==> src/rtl/multicycle_controller_pkg.sv <==
// Shared encodings for the multicycle RV32I control unit: FSM states,
// opcodes, ALU control codes and immediate-format selects.
package rv_ctrl_pkg;

  typedef enum logic [3:0] {
    S_FETCH    = 4'd0,
    S_DECODE   = 4'd1,
    S_MEMADR   = 4'd2,
    S_MEMREAD  = 4'd3,
    S_MEMWB    = 4'd4,
    S_MEMWRITE = 4'd5,
    S_EXECUTER = 4'd6,
    S_EXECUTEI = 4'd7,
    S_ALUWB    = 4'd8,
    S_JAL      = 4'd9,
    S_BEQ      = 4'd10,
    S_ILLEGAL  = 4'd15
  } state_e;

  localparam logic [6:0] OP_LOAD   = 7'b0000011;
  localparam logic [6:0] OP_STORE  = 7'b0100011;
  localparam logic [6:0] OP_RTYPE  = 7'b0110011;
  localparam logic [6:0] OP_ITYPE  = 7'b0010011;
  localparam logic [6:0] OP_JAL    = 7'b1101111;
  localparam logic [6:0] OP_BRANCH = 7'b1100011;

  // Internal ALU operation class handed from the FSM to the ALU decoder
  localparam logic [1:0] ALUOP_ADD   = 2'b00;
  localparam logic [1:0] ALUOP_SUB   = 2'b01;
  localparam logic [1:0] ALUOP_FUNCT = 2'b10;

  localparam logic [2:0] ALU_ADD = 3'b000;
  localparam logic [2:0] ALU_SUB = 3'b001;
  localparam logic [2:0] ALU_AND = 3'b010;
  localparam logic [2:0] ALU_OR  = 3'b011;
  localparam logic [2:0] ALU_SLT = 3'b101;

  localparam logic [1:0] IMM_I = 2'b00;
  localparam logic [1:0] IMM_S = 2'b01;
  localparam logic [1:0] IMM_B = 2'b10;
  localparam logic [1:0] IMM_J = 2'b11;

  // Immediate format from the opcode; loads, I-type ALU and unknowns use I
  function automatic logic [1:0] imm_src_of(input logic [6:0] op);
    case (op)
      OP_STORE:  imm_src_of = IMM_S;
      OP_BRANCH: imm_src_of = IMM_B;
      OP_JAL:    imm_src_of = IMM_J;
      default:   imm_src_of = IMM_I;
    endcase
  endfunction

endpackage

==> src/rtl/multicycle_controller_if.sv <==
// Control bundle between the multicycle controller (master) and the
// datapath (slave): instruction fields and zero flag in, selects/enables out.
interface multicycle_controller_if;
  logic [6:0] op;
  logic [2:0] funct3;
  logic       funct7b5;
  logic       zero;

  logic       pc_write;
  logic       adr_src;
  logic       mem_write;
  logic       ir_write;
  logic       reg_write;
  logic [1:0] result_src;
  logic [1:0] alu_src_a;
  logic [1:0] alu_src_b;
  logic [2:0] alu_control;
  logic [1:0] imm_src;
  logic       illegal_instr;
  logic [3:0] state_dbg;

  modport master (
    input  op, funct3, funct7b5, zero,
    output pc_write, adr_src, mem_write, ir_write, reg_write, result_src,
           alu_src_a, alu_src_b, alu_control, imm_src, illegal_instr, state_dbg
  );

  modport slave (
    output op, funct3, funct7b5, zero,
    input  pc_write, adr_src, mem_write, ir_write, reg_write, result_src,
           alu_src_a, alu_src_b, alu_control, imm_src, illegal_instr, state_dbg
  );
endinterface

==> src/rtl/multicycle_controller_alu_decoder.sv <==
// ALU decoder: maps the FSM's ALU operation class plus funct fields to the
// ALU control code. Purely combinational.
module alu_decoder
  import rv_ctrl_pkg::*;
(
  input  logic [1:0] alu_op_i,
  input  logic [2:0] funct3_i,
  input  logic       op5_i,
  input  logic       funct7b5_i,
  output logic [2:0] alu_control_o
);

  // Subtract only for R-type funct3=000 with funct7[5] set; addi never subtracts
  always_comb begin
    alu_control_o = ALU_ADD;
    case (alu_op_i)
      ALUOP_ADD: alu_control_o = ALU_ADD;
      ALUOP_SUB: alu_control_o = ALU_SUB;
      ALUOP_FUNCT: begin
        case (funct3_i)
          3'b000:  alu_control_o = (op5_i & funct7b5_i) ? ALU_SUB : ALU_ADD;
          3'b010:  alu_control_o = ALU_SLT;
          3'b110:  alu_control_o = ALU_OR;
          3'b111:  alu_control_o = ALU_AND;
          default: alu_control_o = ALU_ADD;
        endcase
      end
      default: alu_control_o = ALU_ADD;
    endcase
  end

endmodule

==> src/rtl/multicycle_controller.sv <==
// Multicycle RV32I control unit: Moore FSM sequencing fetch/decode/execute/
// writeback over a shared memory and ALU, plus imm_src and ALU decode.
module multicycle_controller
  import rv_ctrl_pkg::*;
#(
  parameter bit ILLEGAL_TO_FETCH = 1'b1
) (
  input  logic                          clk,
  input  logic                          reset,
  multicycle_controller_if.master       bus
);

  state_e     state_q, state_d;
  logic [1:0] alu_op;
  logic       pc_write, adr_src, mem_write, ir_write, reg_write, illegal_instr;
  logic [1:0] result_src, alu_src_a, alu_src_b, imm_src;
  logic [2:0] alu_control;

  // State register; reset wins over any in-flight transition
  always_ff @(posedge clk) begin
    if (reset) state_q <= S_FETCH;
    else       state_q <= state_d;
  end

  // Next-state and per-state datapath controls; only pc_write sees zero
  always_comb begin
    state_d       = S_FETCH;
    pc_write      = 1'b0;
    adr_src       = 1'b0;
    mem_write     = 1'b0;
    ir_write      = 1'b0;
    reg_write     = 1'b0;
    illegal_instr = 1'b0;
    result_src    = 2'b00;
    alu_src_a     = 2'b00;
    alu_src_b     = 2'b00;
    alu_op        = ALUOP_ADD;
    case (state_q)
      S_FETCH: begin
        ir_write   = 1'b1;
        alu_src_b  = 2'b10;
        result_src = 2'b10;
        pc_write   = 1'b1;
        state_d    = S_DECODE;
      end
      S_DECODE: begin
        // ALU precomputes the branch/jump target from oldPC + imm
        alu_src_a = 2'b01;
        alu_src_b = 2'b01;
        case (bus.op)
          OP_LOAD, OP_STORE: state_d = S_MEMADR;
          OP_RTYPE:          state_d = S_EXECUTER;
          OP_ITYPE:          state_d = S_EXECUTEI;
          OP_JAL:            state_d = S_JAL;
          OP_BRANCH:         state_d = S_BEQ;
          default: begin
            illegal_instr = 1'b1;
            state_d       = ILLEGAL_TO_FETCH ? S_FETCH : S_ILLEGAL;
          end
        endcase
      end
      S_MEMADR: begin
        alu_src_a = 2'b10;
        alu_src_b = 2'b01;
        state_d   = bus.op[5] ? S_MEMWRITE : S_MEMREAD;
      end
      S_MEMREAD: begin
        adr_src = 1'b1;
        state_d = S_MEMWB;
      end
      S_MEMWB: begin
        result_src = 2'b01;
        reg_write  = 1'b1;
        state_d    = S_FETCH;
      end
      S_MEMWRITE: begin
        adr_src   = 1'b1;
        mem_write = 1'b1;
        state_d   = S_FETCH;
      end
      S_EXECUTER: begin
        alu_src_a = 2'b10;
        alu_op    = ALUOP_FUNCT;
        state_d   = S_ALUWB;
      end
      S_EXECUTEI: begin
        alu_src_a = 2'b10;
        alu_src_b = 2'b01;
        alu_op    = ALUOP_FUNCT;
        state_d   = S_ALUWB;
      end
      S_ALUWB: begin
        reg_write = 1'b1;
        state_d   = S_FETCH;
      end
      S_JAL: begin
        // PC+4 computed here becomes the link value written in ALUWB
        alu_src_a = 2'b01;
        alu_src_b = 2'b10;
        pc_write  = 1'b1;
        state_d   = S_ALUWB;
      end
      S_BEQ: begin
        // funct3[0] flips the sense: beq takes on zero, bne on not-zero
        alu_src_a = 2'b10;
        alu_op    = ALUOP_SUB;
        pc_write  = bus.zero ^ bus.funct3[0];
        state_d   = S_FETCH;
      end
      S_ILLEGAL: begin
        state_d = S_ILLEGAL;
      end
      default: state_d = S_FETCH;
    endcase
  end

  alu_decoder u_alu_dec (
    .alu_op_i      (alu_op),
    .funct3_i      (bus.funct3),
    .op5_i         (bus.op[5]),
    .funct7b5_i    (bus.funct7b5),
    .alu_control_o (alu_control)
  );

  // Immediate format follows the opcode, silenced once parked in ILLEGAL
  always_comb begin
    imm_src = imm_src_of(bus.op);
    if (state_q == S_ILLEGAL) imm_src = IMM_I;
  end

  assign bus.pc_write      = pc_write;
  assign bus.adr_src       = adr_src;
  assign bus.mem_write     = mem_write;
  assign bus.ir_write      = ir_write;
  assign bus.reg_write     = reg_write;
  assign bus.result_src    = result_src;
  assign bus.alu_src_a     = alu_src_a;
  assign bus.alu_src_b     = alu_src_b;
  assign bus.alu_control   = alu_control;
  assign bus.imm_src       = imm_src;
  assign bus.illegal_instr = illegal_instr;
  assign bus.state_dbg     = state_q;

endmodule

==> src/flat_wrapper.sv <==
// flat-port wrapper written by rule: the top's interface ports become plain ports
module multicycle_controller_flat import rv_ctrl_pkg::*;
#(
  parameter bit ILLEGAL_TO_FETCH = 1'b1
)
  (clk, reset, bus_op, bus_funct3, bus_funct7b5, bus_zero, bus_pc_write, bus_adr_src, bus_mem_write, bus_ir_write, bus_reg_write, bus_result_src, bus_alu_src_a, bus_alu_src_b, bus_alu_control, bus_imm_src, bus_illegal_instr, bus_state_dbg);
  multicycle_controller_if bus_i ();
  input  logic clk;
  input  logic reset;
  input wire logic [$bits(bus_i.op)-1:0] bus_op;
  input wire logic [$bits(bus_i.funct3)-1:0] bus_funct3;
  input wire logic [$bits(bus_i.funct7b5)-1:0] bus_funct7b5;
  input wire logic [$bits(bus_i.zero)-1:0] bus_zero;
  output wire logic [$bits(bus_i.pc_write)-1:0] bus_pc_write;
  output wire logic [$bits(bus_i.adr_src)-1:0] bus_adr_src;
  output wire logic [$bits(bus_i.mem_write)-1:0] bus_mem_write;
  output wire logic [$bits(bus_i.ir_write)-1:0] bus_ir_write;
  output wire logic [$bits(bus_i.reg_write)-1:0] bus_reg_write;
  output wire logic [$bits(bus_i.result_src)-1:0] bus_result_src;
  output wire logic [$bits(bus_i.alu_src_a)-1:0] bus_alu_src_a;
  output wire logic [$bits(bus_i.alu_src_b)-1:0] bus_alu_src_b;
  output wire logic [$bits(bus_i.alu_control)-1:0] bus_alu_control;
  output wire logic [$bits(bus_i.imm_src)-1:0] bus_imm_src;
  output wire logic [$bits(bus_i.illegal_instr)-1:0] bus_illegal_instr;
  output wire logic [$bits(bus_i.state_dbg)-1:0] bus_state_dbg;
  assign bus_i.op = bus_op;
  assign bus_i.funct3 = bus_funct3;
  assign bus_i.funct7b5 = bus_funct7b5;
  assign bus_i.zero = bus_zero;
  assign bus_pc_write = bus_i.pc_write;
  assign bus_adr_src = bus_i.adr_src;
  assign bus_mem_write = bus_i.mem_write;
  assign bus_ir_write = bus_i.ir_write;
  assign bus_reg_write = bus_i.reg_write;
  assign bus_result_src = bus_i.result_src;
  assign bus_alu_src_a = bus_i.alu_src_a;
  assign bus_alu_src_b = bus_i.alu_src_b;
  assign bus_alu_control = bus_i.alu_control;
  assign bus_imm_src = bus_i.imm_src;
  assign bus_illegal_instr = bus_i.illegal_instr;
  assign bus_state_dbg = bus_i.state_dbg;
  multicycle_controller #(.ILLEGAL_TO_FETCH(ILLEGAL_TO_FETCH)) u_core (.clk(clk), .reset(reset), .bus(bus_i));
endmodule
==> config.mk <==
export PLATFORM = sky130hd
export DESIGN_NAME = multicycle_controller_flat
export DESIGN_NICKNAME = d
export VERILOG_FILES = /design/src/rtl/multicycle_controller_pkg.sv /design/src/rtl/multicycle_controller_if.sv /design/src/rtl/multicycle_controller_alu_decoder.sv /design/src/rtl/multicycle_controller.sv /design/src/flat_wrapper.sv
export SDC_FILE = /design/constraint.sdc
export NUM_CORES = 1
export LEC_CHECK = 0
export ABC_CLOCK_PERIOD_IN_PS = 2570
export CORE_MARGIN = 2
export CORE_UTILIZATION = 37
export CTS_BUF_LIST = sky130_fd_sc_hd__clkbuf_8
export CTS_CLUSTER_DIAMETER = 40
export DETAILED_ROUTE_END_ITERATION = 16
export HOLD_SLACK_MARGIN = 0.02
export PLACE_DENSITY = 0.79
export RECOVER_POWER = 25
export SLEW_MARGIN = 20
export SYNTH_ARGS = -nofsm -noshare
export SYNTH_HDL_FRONTEND = slang
export SYNTH_SLANG_ARGS = --single-unit
export TNS_END_PERCENT = 1
==> constraint.sdc <==
create_clock -name clk -period 2.57 [get_ports clk]
set_input_delay 0.6425 -clock clk [delete_from_list [all_inputs] [get_ports clk]]
set_output_delay 0.6425 -clock clk [all_outputs]
set_load 0.05 [all_outputs]
* Word level (Yosys, flattened, before mapping)
Index checks and enable logic that the tools add are counted.
Storage, ports and cells: output and inout bits 21, register bits after elaboration 4, word-level logic and storage cells 56
Operators by class: multiplexer cells 19, reduce and logical (&&, ||, !) cells 12, bitwise gates (word level) 2, eq/ne operators 22
Operators by type and width (number):
- case mux 4 bit (6 select lines) | 1
- case mux 4 bit (5 select lines) | 1
- equality test 4 x 3 -> 1 bit (second input constant) | 4
- equality test 4 bit (second input constant) | 4
- case mux 2 bit (2 select lines) | 4
- equality test 7 x 6 -> 1 bit (second input constant) | 2
- equality test 7 bit (second input constant) | 2
- case mux 3 bit (4 select lines) | 1
- OR reduction 2 bit | 6
- equality test 4 x 2 -> 1 bit (second input constant) | 2
- equality test 7 x 2 -> 1 bit (second input constant) | 1
- equality test 7 x 5 -> 1 bit (second input constant) | 1
- two-way mux 1 bit | 7
- equality test 3 bit (second input constant) | 2
- case mux 2 bit (3 select lines) | 1
- case mux 3 bit (2 select lines) | 1
- OR reduction 3 bit | 2
- OR reduction 6 bit | 1
- equality test 4 x 1 -> 1 bit (second input constant) | 1
- zero test 4 bit | 1
- OR reduction 4 bit | 1
- equality test 3 x 2 -> 1 bit (second input constant) | 1
- zero test 3 bit | 1
- two-way mux 3 bit | 1
- 6 further kinds | 6

* Logic depth before layout (Yosys ltp)
depth in word-level cells 5, gate-level depth with buffers 7

* Hierarchy
Synthesis repeated with hierarchy kept, for this count alone.
Unflattened totals: cells, all modules 82, area total of the unflattened synthesis 566.8 um^2
By module, submodules not included:
- multicycle_controller | times used 1, sequential area each 80.1 um^2, cells an instance 71, area each 470.5 um^2
- alu_decoder | times used 1, sequential area each 0.0 um^2, cells an instance 11, area each 96.3 um^2

* Worst setup path before layout
No wires, ideal clock.
kind reg2out, start reg u_core.state_q[3] (netlist: u_core.bus.state_dbg[3]), end out bus_alu_control[2], setup slack -1114 ps, arrival 3041 ps, stages on the path, launching flop included 6, data required time 1928 ps, path through dfxtp_1 -> buf_2 -> nand2b_1 -> or2_1 -> ha_1 -> nor4_1
Between the ends: word-level cells in the longest chain between the ends 5, elaborated cells on any way between the ends 8, those cells by class 5 x eq/ne; 2 x mux; 1 x reduce/logical
Ends and longest elaborated chain:
- start: declaration | RTL line multicycle_controller.sv:13 | state_e state_q, state_d;
- start signal: assignment | RTL line multicycle_controller.sv:22 | else state_q <= state_d;
- equality test 4 x 3 -> 1 bit | RTL line multicycle_controller.sv:38 | case (state_q)
- OR reduction 2 bit (no source line)
- case mux 2 bit (2 select lines) (*) | RTL line multicycle_controller.sv:38
- equality test 2 bit / equality test 2 x 1 -> 1 bit (equally long branches) | RTL line multicycle_controller_alu_decoder.sv:16 | case (alu_op_i)
- case mux 3 bit (2 select lines) (*) | RTL line multicycle_controller_alu_decoder.sv:16
- end: declaration | RTL line flat_wrapper.sv:22 | output wire logic [$bits(bus_i.alu_control)-1:0] bus_alu_control;
Mark *: on every way between the ends. The rest lies on a longest branch, timed or not.

* Final worst setup path
start in bus_op[4], end out bus_illegal_instr
Between the ends: word-level cells in the longest chain between the ends 4, elaborated cells on any way between the ends 9, those cells by class 6 x eq/ne; 2 x mux; 1 x reduce/logical
Ends and longest elaborated chain:
- start: declaration | RTL line flat_wrapper.sv:10 | input wire logic [$bits(bus_i.op)-1:0] bus_op;
- equality test 7 x 2 -> 1 bit, or another cell as far along | RTL line multicycle_controller.sv:50 | case (bus.op)
- OR reduction 6 bit (no source line) (*)
- two-way mux 1 bit (*) | RTL line multicycle_controller.sv:50
- two-way mux 1 bit (*) | RTL line multicycle_controller.sv:38
- end: declaration | RTL line flat_wrapper.sv:24 | output wire logic [$bits(bus_i.illegal_instr)-1:0] bus_illegal_instr;
Marked as above.

==> key figures <==
STA
  – Fmax: 405 MHz
  – Tightest Pin Transition: roughly 0.6 ns
  – Final-report hold violation count: 0
  – Slew HR: 0.607
  – RSZ-0062 raised after global routing: false
  – Minimum clock period: 2.47 ns
  – Final setup TNS: 0 ns
  – Final critical-path share of the clock period: 0.961
  – Final setup margin: 0.100 ns
  – Clock skew: between 0.005 and 0.006 ns
  – Max Slew Vio Count: 0
  – Fin Hold WS: roughly 0.70 ns
  – Setup violations, final: 0

Global routing
  – Tot GR Track Use: 0.250
  – Pin count of the biggest net entering global routing: 15
  – Initial antenna violation count: 0
  – First-pass GRT wire length: 3500 um
  – Vias in the first global route: 765
  – Grt ovf: 0

Final layout
  – Antenna Cells: 0
  – Final cell count without fillers: ~140
  – Filler cells: 87
  – NumNets Final: between 100 and 150
  – Sequential cell area: 80.1 um2
  – Footprint of the multi-input gates: approximately 460 um2
  – Share of cells above drive strength 1: 0.333
  – Area Overhead vs Synth: 110%
  – Flip-flop count of the largest register after layout: 4

Synthesis
  – Ys flop type: dfxtp_1
  – Syn Area/Cell: 6.74 um2
  – Ys async rst share: 0
  – Register bit total from synthesis: 4
  – Top cell type's share of synthesized area: 0.148
  – Sequential area share after synthesis: 0.148
  – Count of different cell masters after synthesis: 34
  – Area contributors post-synth: dfxtp_1 (15%), nor2_1 (11%), nand2b_1 (8.1%)
  – Dominant cell type by area after synthesis: dfxtp_1
  – Syn nets: 96
  – Mapped Area: about 540 um2
  – Gate Count Post-Synth: 80
  – Yosys warning total: 0
  – Cell with the most instances after synthesis: nor2_1
  – Top post-synthesis cells by count: nor2_1 (16), nand2b_1 (7), buf_2 (4), dfxtp_1 (4), nor3_1 (4)
  – EDFF count, synth: 0

Worst setup path
  – Critical path class: in -> out
  – Worst Path Required: 1.93 ns
  – Arr. time, crit path: roughly 1.8 ns
  – Worst Path Max Fanout: 3
  – Reg2Reg Setup Slack: roughly 1.2 ns
  – Crit end category: output pin
  – CP startpoint kind: primary input

Placement
  – Buffers on Ports: 34
  – Post-Place Setup Slack: -0.130 ns
  – DP Wirelength: approximately 1600 um
  – Placed insts: 137
  – Routability cong.: 0.816

Floorplan
  – Die X: 42.2 um
  – Num ports: 35
  – Initial Util: 0.404
  – Std-Cell Core Area: about 1300 um2
  – Die span in y: 42.2 um
  – Die ar.: 1780 um2
  – Row cnt: 13

Clocking
  – Later-pin clock latency in the skew report: 0.22 ns
  – H-tree depth: 1
  – CTS Buf Count: 3
  – CTS Root Buffer Type: clkbuf_8
  – CTS tree: built
  – Clk pin slew, worst setup/hold paths: 0.03 ns
  – Clock sinks: 4
  – Hold_buf cts: 0
  – Clock buffer depth: 2

Power and ir drop
  – Clock share of power: 0.370
  – Internal power: 232 uW
  – Switching portion of total power: 0.337
  – Gate power share: 0.445
  – Sequential power share: 0.185
  – Pwr/cell area: 310 nW/um2
  – Maximum VDD drop: 0.000516 V
  – Pleak: 0.509 nW
  – Net Sw Power: 118 uW

Drt
  – Via count: 787
  – Avg WL per Cell: ~15 um
  – Final WL: 2050 um
  – Remaining DRCs: 0
  – Antenna-violating nets left: 0
  – Router iterations before antenna repair: 4
  – Iter 0 DRT Violations: 16
  – Vias per inst: 5.58

Job
  – Max-cap violations: 0

Status
  – Status: finished, final reports clean

Hold path
  – Hold Crit Class: reg -> reg
[placed cells by master, fill, tap and decap left out, drive strengths merged, types with 2 or more instances in the layout]
master / count
a21oi: 3
a31oi: 2
a32oi: 2
buf: 27
clkbuf: 8
clkdlybuf4s50: 9
dfxtp: 4
dlygate4sd2: 2
dlymetal6s2s: 6
ha: 2
inv: 5
nand2: 3
nand2b: 7
nand3: 2
nand4: 2
nor2: 16
nor3: 4
nor4: 2
or2: 2
xnor2: 3
[what timing repair did]
action,4_1_cts,5_1_grt
resized for setup,8,8
setup buffers,1,0
hold endpoints to repair,0,0
setup endpoints to repair,4,5
cloned,0,0
pin swaps,0,4
[logic make-up (layout without fill, tap and decap cells)]
logic type,after synthesis,count (layout),synth area share
DFF,4,4,0.148
buffers and inverters,11,57,0.107
AOI/OAI and AO/OA,15,15,0.209
and+or+nand+nor,44,44,0.425
adders and majority gates,2,2,0.0464
xor gates and xnor gates,4,4,0.0650
[stage by stage]
stage          cell area (um2)   util  power [mW]
3_3_place_gp              1040  0.780       0.215
5_1_grt                   1130  0.848       0.369
2_1_floorplan              557      -       0.143
3_5_place_dp              1040  0.780       0.217
4_1_cts                   1120  0.840       0.351
6_report                  1130  0.848       0.350
[final timing paths]
kind                                                      endpoint                          startpoint  cells past startpoint
worst max-delay path                             bus_illegal_instr                           bus_op[4]                      6
worst min-delay path            u_core.bus.state_dbg[1]$_SDFF_PP0_  u_core.bus.state_dbg[1]$_SDFF_PP0_                      3
worst max register to register  u_core.bus.state_dbg[0]$_SDFF_PP0_  u_core.bus.state_dbg[2]$_SDFF_PP0_                      4
worst min register to register  u_core.bus.state_dbg[1]$_SDFF_PP0_  u_core.bus.state_dbg[1]$_SDFF_PP0_                      3
[power by group through the flow]
stage	clock network, mW	logic, mW	registers, mW
floorplan	0	0.0712	0.0720
global placement	0	0.149	0.0656
detailed placement	0	0.152	0.0656
CTS	0.131	0.156	0.0647
global route	0.139	0.164	0.0651
finish	0.130	0.156	0.0648
[layer usage]
layer | GRT usage | wire length [um] | share of wire | vias up
li1 | - | - | - | 381
met1 | 0.288 | 800 | 0.39 | 363
met2 | 0.431 | 1080 | 0.53 | 37
met3 | 0.0733 | 125 | 0.061 | 6
met4 | 0.0938 | 41 | 0.020 | 0
met5 | 0 | 0 | 0 | -
[critical path, stage by stage]
cell and delay (ns):
dlygate4sd2_1 0.26, nand2b_4 0.15, a2111oi_2 0.34, clkbuf_1 0.18, nor4b_2 0.06, buf_4 0.19
[cell type report]
type                    instances  share of cell area
multi-input cells              65               0.410
flip-flops and latches          4              0.0708
repair buffers                 49               0.449
clock buffers                   3              0.0365
inverters                       5              0.0166
well taps                      15              0.0166
Note: power is estimated with default switching activity, not from simulation.
